File: src/rtl/reg_file_param.sv
// Parametrised register bank: one modify-capable write port on the falling edge,
// two combinational read ports, and registered carry/error flags.
module reg_file_param #(
    parameter int unsigned WIDTH    = 16,
    parameter int unsigned DEPTH    = 8,
    parameter int unsigned ADDR_W   = 3,
    parameter int unsigned ZERO_REG = 0
) (
    input  logic              inClk,
    input  logic              inClr,
    input  logic              inWrEn,
    input  logic [ADDR_W-1:0] inWrAddr,
    input  logic [1:0]        inWrMode,
    input  logic [WIDTH-1:0]  inWrData,
    input  logic [ADDR_W-1:0] inRdAddrA,
    input  logic [ADDR_W-1:0] inRdAddrB,
    output logic [WIDTH-1:0]  outRdDataA,
    output logic [WIDTH-1:0]  outRdDataB,
    output logic              outCarry,
    output logic              outErr
);

    typedef enum logic [1:0] {
        MODE_LOAD = 2'b00,
        MODE_INC  = 2'b01,
        MODE_SHL  = 2'b10,
        MODE_CLR  = 2'b11
    } wr_mode_e;

    localparam logic [ADDR_W:0] DEPTH_EXT = DEPTH[ADDR_W:0];

    logic [WIDTH-1:0] regs_q [DEPTH];
    logic             carry_q;
    logic             err_q;

    logic             addr_ok;
    logic             zero_hit;
    logic [WIDTH-1:0] old_val;
    logic [WIDTH:0]   inc_sum;
    logic [WIDTH-1:0] new_val_d;
    logic             carry_d;
    logic             err_d;

    always_comb begin
        addr_ok   = ({1'b0, inWrAddr} < DEPTH_EXT);
        zero_hit  = (ZERO_REG != 0) && (inWrAddr == '0);
        // A hardwired zero register feeds 0 into the flag logic, not its stored value.
        old_val   = (addr_ok && !zero_hit) ? regs_q[inWrAddr] : '0;
        inc_sum   = {1'b0, old_val} + 1'b1;
        new_val_d = old_val;
        carry_d   = 1'b0;
        err_d     = 1'b0;
        case (wr_mode_e'(inWrMode))
            MODE_LOAD: new_val_d = inWrData;
            MODE_INC: begin
                new_val_d = inc_sum[WIDTH-1:0];
                carry_d   = inc_sum[WIDTH];
            end
            MODE_SHL: begin
                new_val_d = {old_val[WIDTH-2:0], 1'b0};
                carry_d   = old_val[WIDTH-1];
            end
            MODE_CLR: new_val_d = '0;
            default:  new_val_d = old_val;
        endcase
        if (!addr_ok) begin
            err_d   = 1'b1;
            carry_d = 1'b0;
        end
    end

    always_ff @(negedge inClk or posedge inClr) begin
        if (inClr) begin
            for (int unsigned i = 0; i < DEPTH; i++) begin
                regs_q[i] <= '0;
            end
            carry_q <= 1'b0;
            err_q   <= 1'b0;
        end else if (inWrEn) begin
            carry_q <= carry_d;
            err_q   <= err_d;
            if (addr_ok && !zero_hit) begin
                regs_q[inWrAddr] <= new_val_d;
            end
        end
    end

    always_comb begin
        outRdDataA = '0;
        outRdDataB = '0;
        if ({1'b0, inRdAddrA} < DEPTH_EXT) begin
            outRdDataA = regs_q[inRdAddrA];
        end
        if ({1'b0, inRdAddrB} < DEPTH_EXT) begin
            outRdDataB = regs_q[inRdAddrB];
        end
    end

    assign outCarry = carry_q;
    assign outErr   = err_q;

endmodule
File: config.mk
export PLATFORM = sky130hd
export DESIGN_NAME = reg_file_param
export DESIGN_NICKNAME = d
export VERILOG_FILES = /design/src/rtl/reg_file_param.sv
export SDC_FILE = /design/constraint.sdc
export NUM_CORES = 1
export LEC_CHECK = 0
export BUFFER_PORTS_ARGS = -buffer_cell sky130_fd_sc_hd__buf_2
export CAP_MARGIN = 20
export CORE_AREA = 10 10 140 174
export DETAILED_ROUTE_END_ITERATION = 8
export DIE_AREA = 0 0 150 184
export MAX_ROUTING_LAYER = met4
export PLACE_DENSITY = 0.57
export SYNTH_ARGS = -nofsm -noshare
export SYNTH_HDL_FRONTEND = slang
export SYNTH_SLANG_ARGS = --single-unit
File: constraint.sdc
create_clock -name inClk -period 12.59 [get_ports inClk]
set_input_delay 3.777 -clock inClk [delete_from_list [all_inputs] [get_ports inClk]]
set_output_delay 3.777 -clock inClk [all_outputs]
set_load 0.02 [all_outputs]
; ---- Yosys cells after proc, flatten, opt, wreduce, memory -nomap -nowiden
; Cells that the tools add are included.
[totals]
regBits = 129
in_bits = 30
out_inout_bits = 34
word_cells = 36
[op_classes]
addsub = 1
n_lt_le_gt_ge = 4
eq_ne = 3
n_mux = 14
bitwise = 3
reduce_logical = 2
[op_table]
columns = cell, count
row1 = $bmux W16 S3, 3
row2 = $bwmux W128, 1
row3 = $mux W16, 7
row4 = $pmux W16 S4, 1
row5 = $demux W16 S3, 1
row6 = $add A16 B1 Y17 const B, 1
row7 = $ge A4 B4 Y1 const B, 3
row8 = $not A3 Y4, 3
row9 = $eq A2 B2 Y1 const B, 2
row10 = $lt A4 B1 Y1 const B, 1
row11 = $eq A2 B1 Y1 const B, 1
row12 = $logic_not A2 Y1, 1
row13 = $pmux W1 S2, 1
row14 = $logic_and A1 B1 Y1, 1

; ---- Longest topological paths before layout
; Gate-level depths: netlist of run 1.
[depth]
ltp_word = 7
depth_mapped = 11
depth_no_buf = 8

==> flow_summary.json, run 1 <==
{
  "synthArstFlopShare": 1.00,
  "dieWidth_microns": 150,
  "vias": 6357,
  "cts_buffer_depth": 2,
  "rsz0062_at_grt": "no",
  "end_kind": "register",
  "firstDrtPassIters": 5,
  "path_clk_slew_ps": 40,
  "avgSynthCellArea_sq_um": 11.5,
  "power_density_nw_per_um2": 153,
  "timing.slew.headroom": 0.266,
  "cts-resized-gates": 0,
  "post-route-drc-count": 0,
  "clkPwrFrac": 0.328,
  "synthesis.nets": 751,
  "wire_per_inst_microns": 22.7,
  "worst_pin_slew_ps": 1100,
  "fp.dieH_microns": 184,
  "maxCapViolations": 0,
  "synth_cells": 717,
  "antenna_found_initial": 0,
  "cts_setup_buffers": 0,
  "hold_violations": 0,
  "net-switching-power_mw": 0.465,
  "power_mw": 1.47,
  "worst_slack_ps": 274,
  "vias_per_cell": 5.98,
  "grt.total_usage": 0.184,
  "arrival_ps": 6230,
  "io_buffer_count": 62,
  "ys_ff_latch": 129,
  "cts_num_sinks": 129,
  "combPwrFrac": 0.277,
  "routed_wl_microns": 24100,
  "cp-start-kind": "primary input",
  "core-area_sq_um": 20800,
  "ys_types": 50,
  "netlist_area_sq_um": 8260,
  "rows": 59,
  "drive_gt1_frac": 0.362,
  "status": "finished clean",
  "pwr-share-seq": 0.395,
  "antenna_cells": 0,
  "die-area_sq_um": 27600,
  "grt_pass1_vias": 6464,
  "ys.flop_type": "dfrtn_1",
  "ant_nets": 0,
  "cp.required_ps": 6500,
  "yosysWarningCount": 0,
  "drt_iter0_drc": 556,
  "routabilityCongestion": 0.885,
  "root_buffer": "clkbuf_16",
  "crit_fanout": 18,
  "finalNetCount": 811,
  "synth_edf_count": 0,
  "final_max_slew_viol_count": 0,
  "cts_buffers": 17,
  "p_leak_nw": 4.08,
  "switching_share": 0.316,
  "ys_seq_area_frac": 0.391,
  "hold-worst-slack_ps": 468,
  "clock_latency_ps": 400,
  "dp_slack_ps": -106,
  "worstSetupPathType": "primary input to register",
  "finalSetupViolations": 0,
  "min_path_type": "register to register",
  "htreeDepth": 4,
  "ctsHoldBuffers": 0,
  "grt_max_degree": 65,
  "io_pins": 64,
  "initial_core_util": 0.397,
  "p_int_mw": 1.01,
  "overflow": 0,
  "grt_first_pass_wirelength_microns": 37800,
  "dpl.hpwl_microns": 16400,
  "clock_skew_ps": 9.10,
  "syn_to_final_growth_pct": 16.2,
  "vdd_ir_drop_max_v": 0.0000981,
  "cts_tree": "done"
}
==> kinds of logic (layout without fill, tap and decap cells) <==
family / Yosys count / count (layout) / synth area share
AOI/OAI and AO/OA: 166 / 166 / 0.117
DFF: 129 / 129 / 0.391
xor gates and xnor gates: 10 / 10 / 0.0106
and+or+nand+nor: 186 / 186 / 0.0978
other: 1 / 1 / 0.000454
buffers and inverters: 71 / 143 / 0.0406
muxes: 150 / 150 / 0.336
adders and majority gates: 4 / 4 / 0.00606
==> metal layers <==
layer	GRT usage	up-vias	share of wire
li1	-	2823	-
met1	0.221	3255	0.40
met2	0.310	244	0.52
met3	0.0365	35	0.059
met4	0.0514	0	0.016
met5	-	-	0
==> metrics by stage <==
stage / instance area, sq um / util / std cells / TNS, ps
finish: 9600 / 0.461 / 1063 / 0
CTS: 9560 / 0.459 / 1061 / 0
global route: 9600 / 0.461 / 1063 / 0
detailed placement: 8980 / 0.432 / 1030 / -1700
floorplan: 8260 / - / 717 / 0
global placement: 8980 / 0.432 / 1030 / -971
==> registers in the layout (all words and copies together), names as in the netlist <==
register and cells:
regs_q 128, outCarry 1
==> cells in the mapped netlist (all sizes together) (6+ instances only) <==
cell / n / area (sq um)
buf: 23 / 154
mux2: 46 / 526
nor2: 10 / 37.5
nand2: 136 / 510
mux2i: 8 / 80.1
dfrtn: 129 / 3230
nand4: 8 / 56.3
mux4: 96 / 2170
xor2: 6 / 52.6
and2: 6 / 40.0
clkbuf: 40 / 151
nand3: 8 / 45.0
inv: 8 / 30.0
nor2b: 6 / 37.5
o21ai: 134 / 671
==> layout make-up <==
| class | instances | area [sq um] |
|---|---|---|
| fillers | 1901 | 11200 |
| flip-flops and latches | 129 | 3230 |
| multi-input cells | 517 | 4690 |
| clock inverters | 10 | 111 |
| inverters | 8 | 33.8 |
| clock buffers | 21 | 460 |
| repair buffers | 104 | 726 |
| well taps | 274 | 343 |
==> cell usage in the layout (no fill, tap or decap), types with 7 or more instances in the layout <==
master,count
mux2_2,44
buf_2,62
nand3_1,7
inv_1,7
clkbuf_16,17
nand4_1,7
nand2_1,136
buf_4,34
mux4_2,94
buf_12,8
mux2i_1,8
nor2_1,10
o21ai_1,17
dfrtn_1,129
o21ai_0,117
==> path summary, 6_finish.rpt <==
| check | startpoint | to | slack (ps) | depth (start not counted) |
|---|---|---|---|---|
| worst max-delay path | inWrAddr[0] | regs_q[126]$_DFFE_NP0P_ | 270 | 10 |
| worst min-delay path | regs_q[75]$_DFFE_NP0P_ | regs_q[75]$_DFFE_NP0P_ | 470 | 2 |
| worst max register to register | regs_q[81]$_DFFE_NP0P_ | regs_q[126]$_DFFE_NP0P_ | 9950 | 8 |
| worst min register to register | regs_q[75]$_DFFE_NP0P_ | regs_q[75]$_DFFE_NP0P_ | 470 | 2 |
| max in group asynchronous | inClr | regs_q[112]$_DFFE_NP0P_ | 1930 | 3 |
| min in group asynchronous | inClr | regs_q[101]$_DFFE_NP0P_ | 9730 | 2 |
==> power groups by stage <==
| stage | registers, mW | logic (mW) | clock network [mW] |
|---|---|---|---|
| 3_3_place_gp | 0.573 | 0.399 | 0 |
| 4_1_cts | 0.578 | 0.411 | 0.488 |
| 2_1_floorplan | 0.556 | 0.307 | 0 |
| 3_5_place_dp | 0.583 | 0.409 | 0 |
| 5_1_grt | 0.591 | 0.446 | 0.507 |
| 6_report | 0.581 | 0.408 | 0.482 |
==> critical path: stages <==
cell	delay [ps]
buf_2	330
buf_12	230
mux4_2	190
mux2_2	220
ha_2	260
o2111ai_2	170
nor4_1	340
mux2i_1	240
o2bb2ai_1	270
o21ai_0	190
Note: power is estimated with default switching activity, not from simulation.
==> inputs of run 2 (changes only) <==
Settings changed: CORE_AREA 10 10 140 174 to 10 10 129 189, DIE_AREA 0 0 150 184 to 0 0 139 199.
==> run 2 against run 1 <==
Effect of this change:
- non-clock buffer count unchanged
- utilization decreased by 0.25 points
- largest cell class unchanged
- via count decreased by 0.58%
- design area increased by 0.25%
==> flow_summary.json, run 2 (synthesized netlist as in run 1, its figures left out) <==
{
  "status": "finished clean",
  "vias_per_cell": 5.98,
  "cts-resized-gates": 0,
  "wire_per_inst_microns": 23.3,
  "fp.dieH_microns": 199,
  "rsz0062_at_grt": "no",
  "drt_iter0_drc": 527,
  "multi_input_area_sq_um": 4690,
  "arrival_ps": 6170,
  "maxCapViolations": 0,
  "net-switching-power_mw": 0.477,
  "slowest_delay_ps": 520,
  "gr-usage-met2": 0.305,
  "pwr-share-seq": 0.379,
  "antenna_found_initial": 0,
  "largest_register": "regs_q",
  "initial_core_util": 0.393,
  "clkPwrFrac": 0.354,
  "vdd_ir_drop_max_v": 0.0000847,
  "gr-usage-met3": 0.0284,
  "grt_first_pass_wirelength_microns": 38500,
  "overflow": 0,
  "grt_use_met1": 0.217,
  "regArea_sq_um": 3230,
  "design_area_sq_um": 9620,
  "syn_to_final_growth_pct": 16.5,
  "antenna_cells": 0,
  "end_kind": "register",
  "worstSetupPathType": "primary input to register",
  "power_mw": 1.53,
  "timing.slew.headroom": 0.270,
  "p_leak_nw": 4.08,
  "grt_pass1_vias": 6579,
  "post-route-drc-count": 0,
  "largest_reg_flops": 128,
  "io_pins": 64,
  "layout_common_cells": "nand2_1, dfrtn_1, o21ai_0",
  "slowest_stage": "mux4_2",
  "io_buffer_count": 62,
  "htreeDepth": 4,
  "path_clk_slew_ps": 40,
  "cts_buffers": 17,
  "core-area_sq_um": 21000,
  "firstDrtPassIters": 5,
  "rr_startpoint": "regs_q[49]$_DFFE_NP0P_",
  "dpl.hpwl_microns": 16400,
  "worst_pin_slew_ps": 1100,
  "placed_area_sq_um": 8980,
  "clock_latency_ps": 400,
  "finalSetupViolations": 0,
  "ant_nets": 0,
  "cts_buffer_depth": 2,
  "power_density_nw_per_um2": 159,
  "hold_violations": 0,
  "final_max_slew_viol_count": 0,
  "die-area_sq_um": 27700,
  "num-fill-cells": 1970,
  "crit_path_start": "inWrAddr[0]",
  "min_path_type": "register to register",
  "dieWidth_microns": 139,
  "routed_wl_microns": 24600,
  "cts_setup_buffers": 0,
  "cts_num_sinks": 129,
  "grt_max_degree": 130,
  "path_cells": "buf_2 -> buf_12 -> mux4_2 -> mux2_2 -> ha_2 -> o2111ai_2 -> nor3_2 -> xor2_1 -> a222oi_1 -> buf_4 -> o21ai_1",
  "combPwrFrac": 0.267,
  "p_int_mw": 1.05,
  "rows": 65,
  "final_common_cell": "nand2_1",
  "clock_skew_ps": 9.77,
  "cts_tree": "done",
  "crit_fanout": 14,
  "vias": 6320,
  "routabilityCongestion": 0.863,
  "root_buffer": "clkbuf_16",
  "cp.required_ps": 6520,
  "final_util": 0.458,
  "cp-start-kind": "primary input",
  "busiest_layer": "met2",
  "ctsHoldBuffers": 0,
  "drive_gt1_frac": 0.365,
  "min_from": "regs_q[47]$_DFFE_NP0P_",
  "switching_share": 0.311,
  "finalNetCount": 811,
  "grt.total_usage": 0.183
}
==> run 2: changes by cell type in the layout (fill, tap and decap cells not counted) <==
cell        previous run  this run
clkinv_2               4         2
clkinv_4               1         2
clkbuf_1               2         0
clkinvlp_4             4         6
buf_12                 8         5
buf_4                 34        37
clkbuf_8               2         0
bufinv_16              2         5
==> run 2: final timing paths <==
kind,end,slack [ps],cells past startpoint
min reg2reg,regs_q[47]$_DFFE_NP0P_,470,2
max,regs_q[58]$_DFFE_NP0P_,360,11
min,regs_q[47]$_DFFE_NP0P_,470,2
min in group asynchronous,regs_q[61]$_DFFE_NP0P_,9750,3
max in group asynchronous,regs_q[53]$_DFFE_NP0P_,2270,3
max reg2reg,regs_q[58]$_DFFE_NP0P_,9940,9
==> run 2: per-layer routing <==
layer	vias to the layer above	part of all wire
li1	2834	-
met1	3258	0.42
met2	189	0.52
met3	39	0.039
met4	0	0.027
met5	-	0
==> run 2: worst max-delay path, delay by kind of cell <==
| kind | cells | cell delay, ps |
|---|---|---|
| simple gates | 1 | 80 |
| xor+xnor | 1 | 140 |
| buf+inv | 3 | 500 |
| mux | 2 | 870 |
| fa+ha+maj | 1 | 250 |
| compound gates | 3 | 540 |
==> run 2: power groups by stage <==
stage | logic [mW] | registers (mW) | clock network (mW)
floorplan | 0.307 | 0.556 | 0
global placement | 0.402 | 0.573 | 0
detailed placement | 0.410 | 0.584 | 0
CTS | 0.413 | 0.578 | 0.549
global route | 0.445 | 0.592 | 0.568
finish | 0.409 | 0.580 | 0.542
==> run 2: cell type report <==
| class | count | share of cell area |
|---|---|---|
| repair buffers | 104 | 0.0715 |
| clock buffers | 17 | 0.0442 |
| flip-flops and latches | 129 | 0.336 |
| inverters | 8 | 0.00351 |
| multi-input cells | 517 | 0.488 |
| well taps | 268 | 0.0349 |
| clock inverters | 14 | 0.0224 |
==> run 2: stage by stage <==
step | setup WS, ps | std cells | TNS [ps] | hold WS, ps
final | 355 | 1057 | 0 | 471
after global routing | 189 | 1057 | 0 | 502
after CTS | 357 | 1057 | 0 | 473
after detailed placement | -56.5 | 1026 | -329 | 473
after global placement | 20.6 | 1026 | 0 | 451
after floorplan | 12.1 | 717 | 0 | 435
==> inputs of run 3 (changes only) <==
Settings changed: GPL_TIMING_DRIVEN from default to 0, SKIP_LAST_GASP from default to 1.
==> run 3 against run 2 <==
Effect of this change:
- via count increased by 4.4%
- critical path type unchanged
- largest power group unchanged
- design area increased by 0.35%
- sequential share of layout area decreased by 0.12 points
- sequential cell count is the same
- critical path depth did not move
==> flow_summary.json, run 3 (synthesized netlist as in run 1, its figures left out) <==
{
  "initial_core_util": 0.393,
  "ant_nets": 0,
  "power_mw": 1.53,
  "clock_skew_ps": 9.18,
  "worst_pin_slew_ps": 1060,
  "io_buffer_count": 53,
  "p_int_mw": 1.04,
  "reg2reg_to": "regs_q[116]$_DFFE_NP0P_",
  "end_kind": "register",
  "dpl.hpwl_microns": 20400,
  "crit_fanout": 10,
  "cts_tree": "done",
  "timing.slew.headroom": 0.291,
  "clock_latency_ps": 410,
  "rows": 65,
  "largest_register": "regs_q",
  "syn_to_final_growth_pct": 16.9,
  "hold-worst-slack_ps": 464,
  "largest_reg_flops": 128,
  "die-area_sq_um": 27700,
  "grt_max_degree": 41,
  "cp.required_ps": 6490,
  "switching_share": 0.322,
  "post-route-drc-count": 0,
  "worstSetupPathType": "primary input to register",
  "combPwrFrac": 0.271,
  "finalSetupViolations": 0,
  "rsz0062_at_grt": "no",
  "io_pins": 64,
  "htreeDepth": 4,
  "path_cells": "buf_6 -> buf_6 -> buf_4 -> mux4_2 -> mux2_2 -> ha_2 -> nand4_1 -> xnor2_1 -> a221o_1 -> o21ai_0 -> o21ai_0",
  "maxCapViolations": 0,
  "vias_per_cell": 6.12,
  "min_from": "regs_q[32]$_DFFE_NP0P_",
  "dieWidth_microns": 139,
  "root_buffer": "clkbuf_16",
  "drt_iter0_drc": 675,
  "net-switching-power_mw": 0.493,
  "final_max_slew_viol_count": 0,
  "grt_pass1_vias": 6840,
  "cts_buffer_depth": 2,
  "hold_violations": 0,
  "rr_startpoint": "regs_q[1]$_DFFE_NP0P_",
  "r2r_slack_ps": 9890,
  "status": "finished clean",
  "fp.dieH_microns": 199,
  "routabilityCongestion": 0.958,
  "arrival_ps": 6340,
  "hold_end": "regs_q[32]$_DFFE_NP0P_",
  "cp-start-kind": "primary input",
  "final_common_cell": "nand2_1",
  "grt_first_pass_wirelength_microns": 42500,
  "layout_common_cells": "nand2_1, dfrtn_1, o21ai_0",
  "design_area_sq_um": 9650,
  "finalNetCount": 831,
  "overflow": 0,
  "antenna_cells": 0,
  "core-area_sq_um": 21000,
  "antenna_found_initial": 0,
  "clkPwrFrac": 0.353,
  "p_leak_nw": 4.04,
  "fin_tns_setup_ps": 0,
  "min_path_type": "register to register",
  "vias": 6601,
  "firstDrtPassIters": 5,
  "routed_wl_microns": 28100,
  "min_delay_path_depth": 2,
  "slowest_stage": "mux2_2",
  "cts_num_sinks": 129,
  "vdd_ir_drop_max_v": 0.0000849,
  "cts_buffers": 17,
  "power_density_nw_per_um2": 158,
  "r2r_cells": 8,
  "pwr-share-seq": 0.376,
  "slowest_delay_ps": 350,
  "path_clk_slew_ps": 50,
  "drive_gt1_frac": 0.328,
  "wire_per_inst_microns": 26.1,
  "placed_area_sq_um": 8920,
  "grt.total_usage": 0.210
}
[run 3: area by class of cell]
| type | count | area, sq um |
|---|---|---|
| fillers | 1989 | 11300 |
| multi-input cells | 517 | 4740 |
| flip-flops and latches | 129 | 3230 |
| clock buffers | 17 | 425 |
| repair buffers | 61 | 378 |
| well taps | 268 | 335 |
| plain buffers | 63 | 307 |
| clock inverters | 15 | 208 |
| inverters | 8 | 33.8 |
[run 3: worst max-delay path: cells and delay by family]
kind	cells	cell delay, ps
and+or+nand+nor	1	90
AOI/OAI and AO/OA	3	860
muxes	2	670
xor gates and xnor gates	1	70
buffers and inverters	3	610
adders and majority gates	1	250
[run 3: power groups by stage]
stage / clock, mW / combinational, mW / sequential (mW)
6_report: 0.540 / 0.415 / 0.574
3_5_place_dp: 0 / 0.409 / 0.580
4_1_cts: 0.546 / 0.412 / 0.573
5_1_grt: 0.563 / 0.451 / 0.587
3_3_place_gp: 0 / 0.403 / 0.575
2_1_floorplan: 0 / 0.307 / 0.556
[run 3: metrics by stage]
step | utilization | instances | setup WS [ps]
4_1_cts | 0.456 | 1075 | 48.3
2_1_floorplan | - | 717 | 12.1
3_3_place_gp | 0.422 | 1038 | -721
6_report | 0.460 | 1078 | 152
3_5_place_dp | 0.425 | 1041 | -746
5_1_grt | 0.460 | 1078 | 1.16
[run 3: metal layers]
layer | GRT usage | up-vias | routed length, microns
met1 | 0.243 | 3379 | 11100
met5 | - | - | 0
met3 | 0.0272 | 74 | 1410
met4 | 0.111 | 0 | 1320
li1 | - | 2869 | -
met2 | 0.352 | 279 | 14300
[run 3: worst max path at each step]
stage | from | to | slack (ps) | depth (start not counted)
floorplan | inWrAddr[1] | regs_q[106]$_DFFE_NP0P_ | 10 | 10
global placement | inWrAddr[1] | regs_q[122]$_DFFE_NP0P_ | -720 | 11
CTS | inWrAddr[1] | regs_q[85]$_DFFE_NP0P_ | 50 | 11
global route | inWrAddr[1] | regs_q[116]$_DFFE_NP0P_ | 1 | 11
finish | inWrAddr[1] | regs_q[116]$_DFFE_NP0P_ | 150 | 11
detailed placement | inWrAddr[1] | regs_q[122]$_DFFE_NP0P_ | -750 | 11
[run 3: timing repair]
item	in CTS	in global routing
pin swaps	2	1
hold buffers	0	0
setup endpoints to repair	16	54
buffers inserted	2	1
resized for setup	0	9
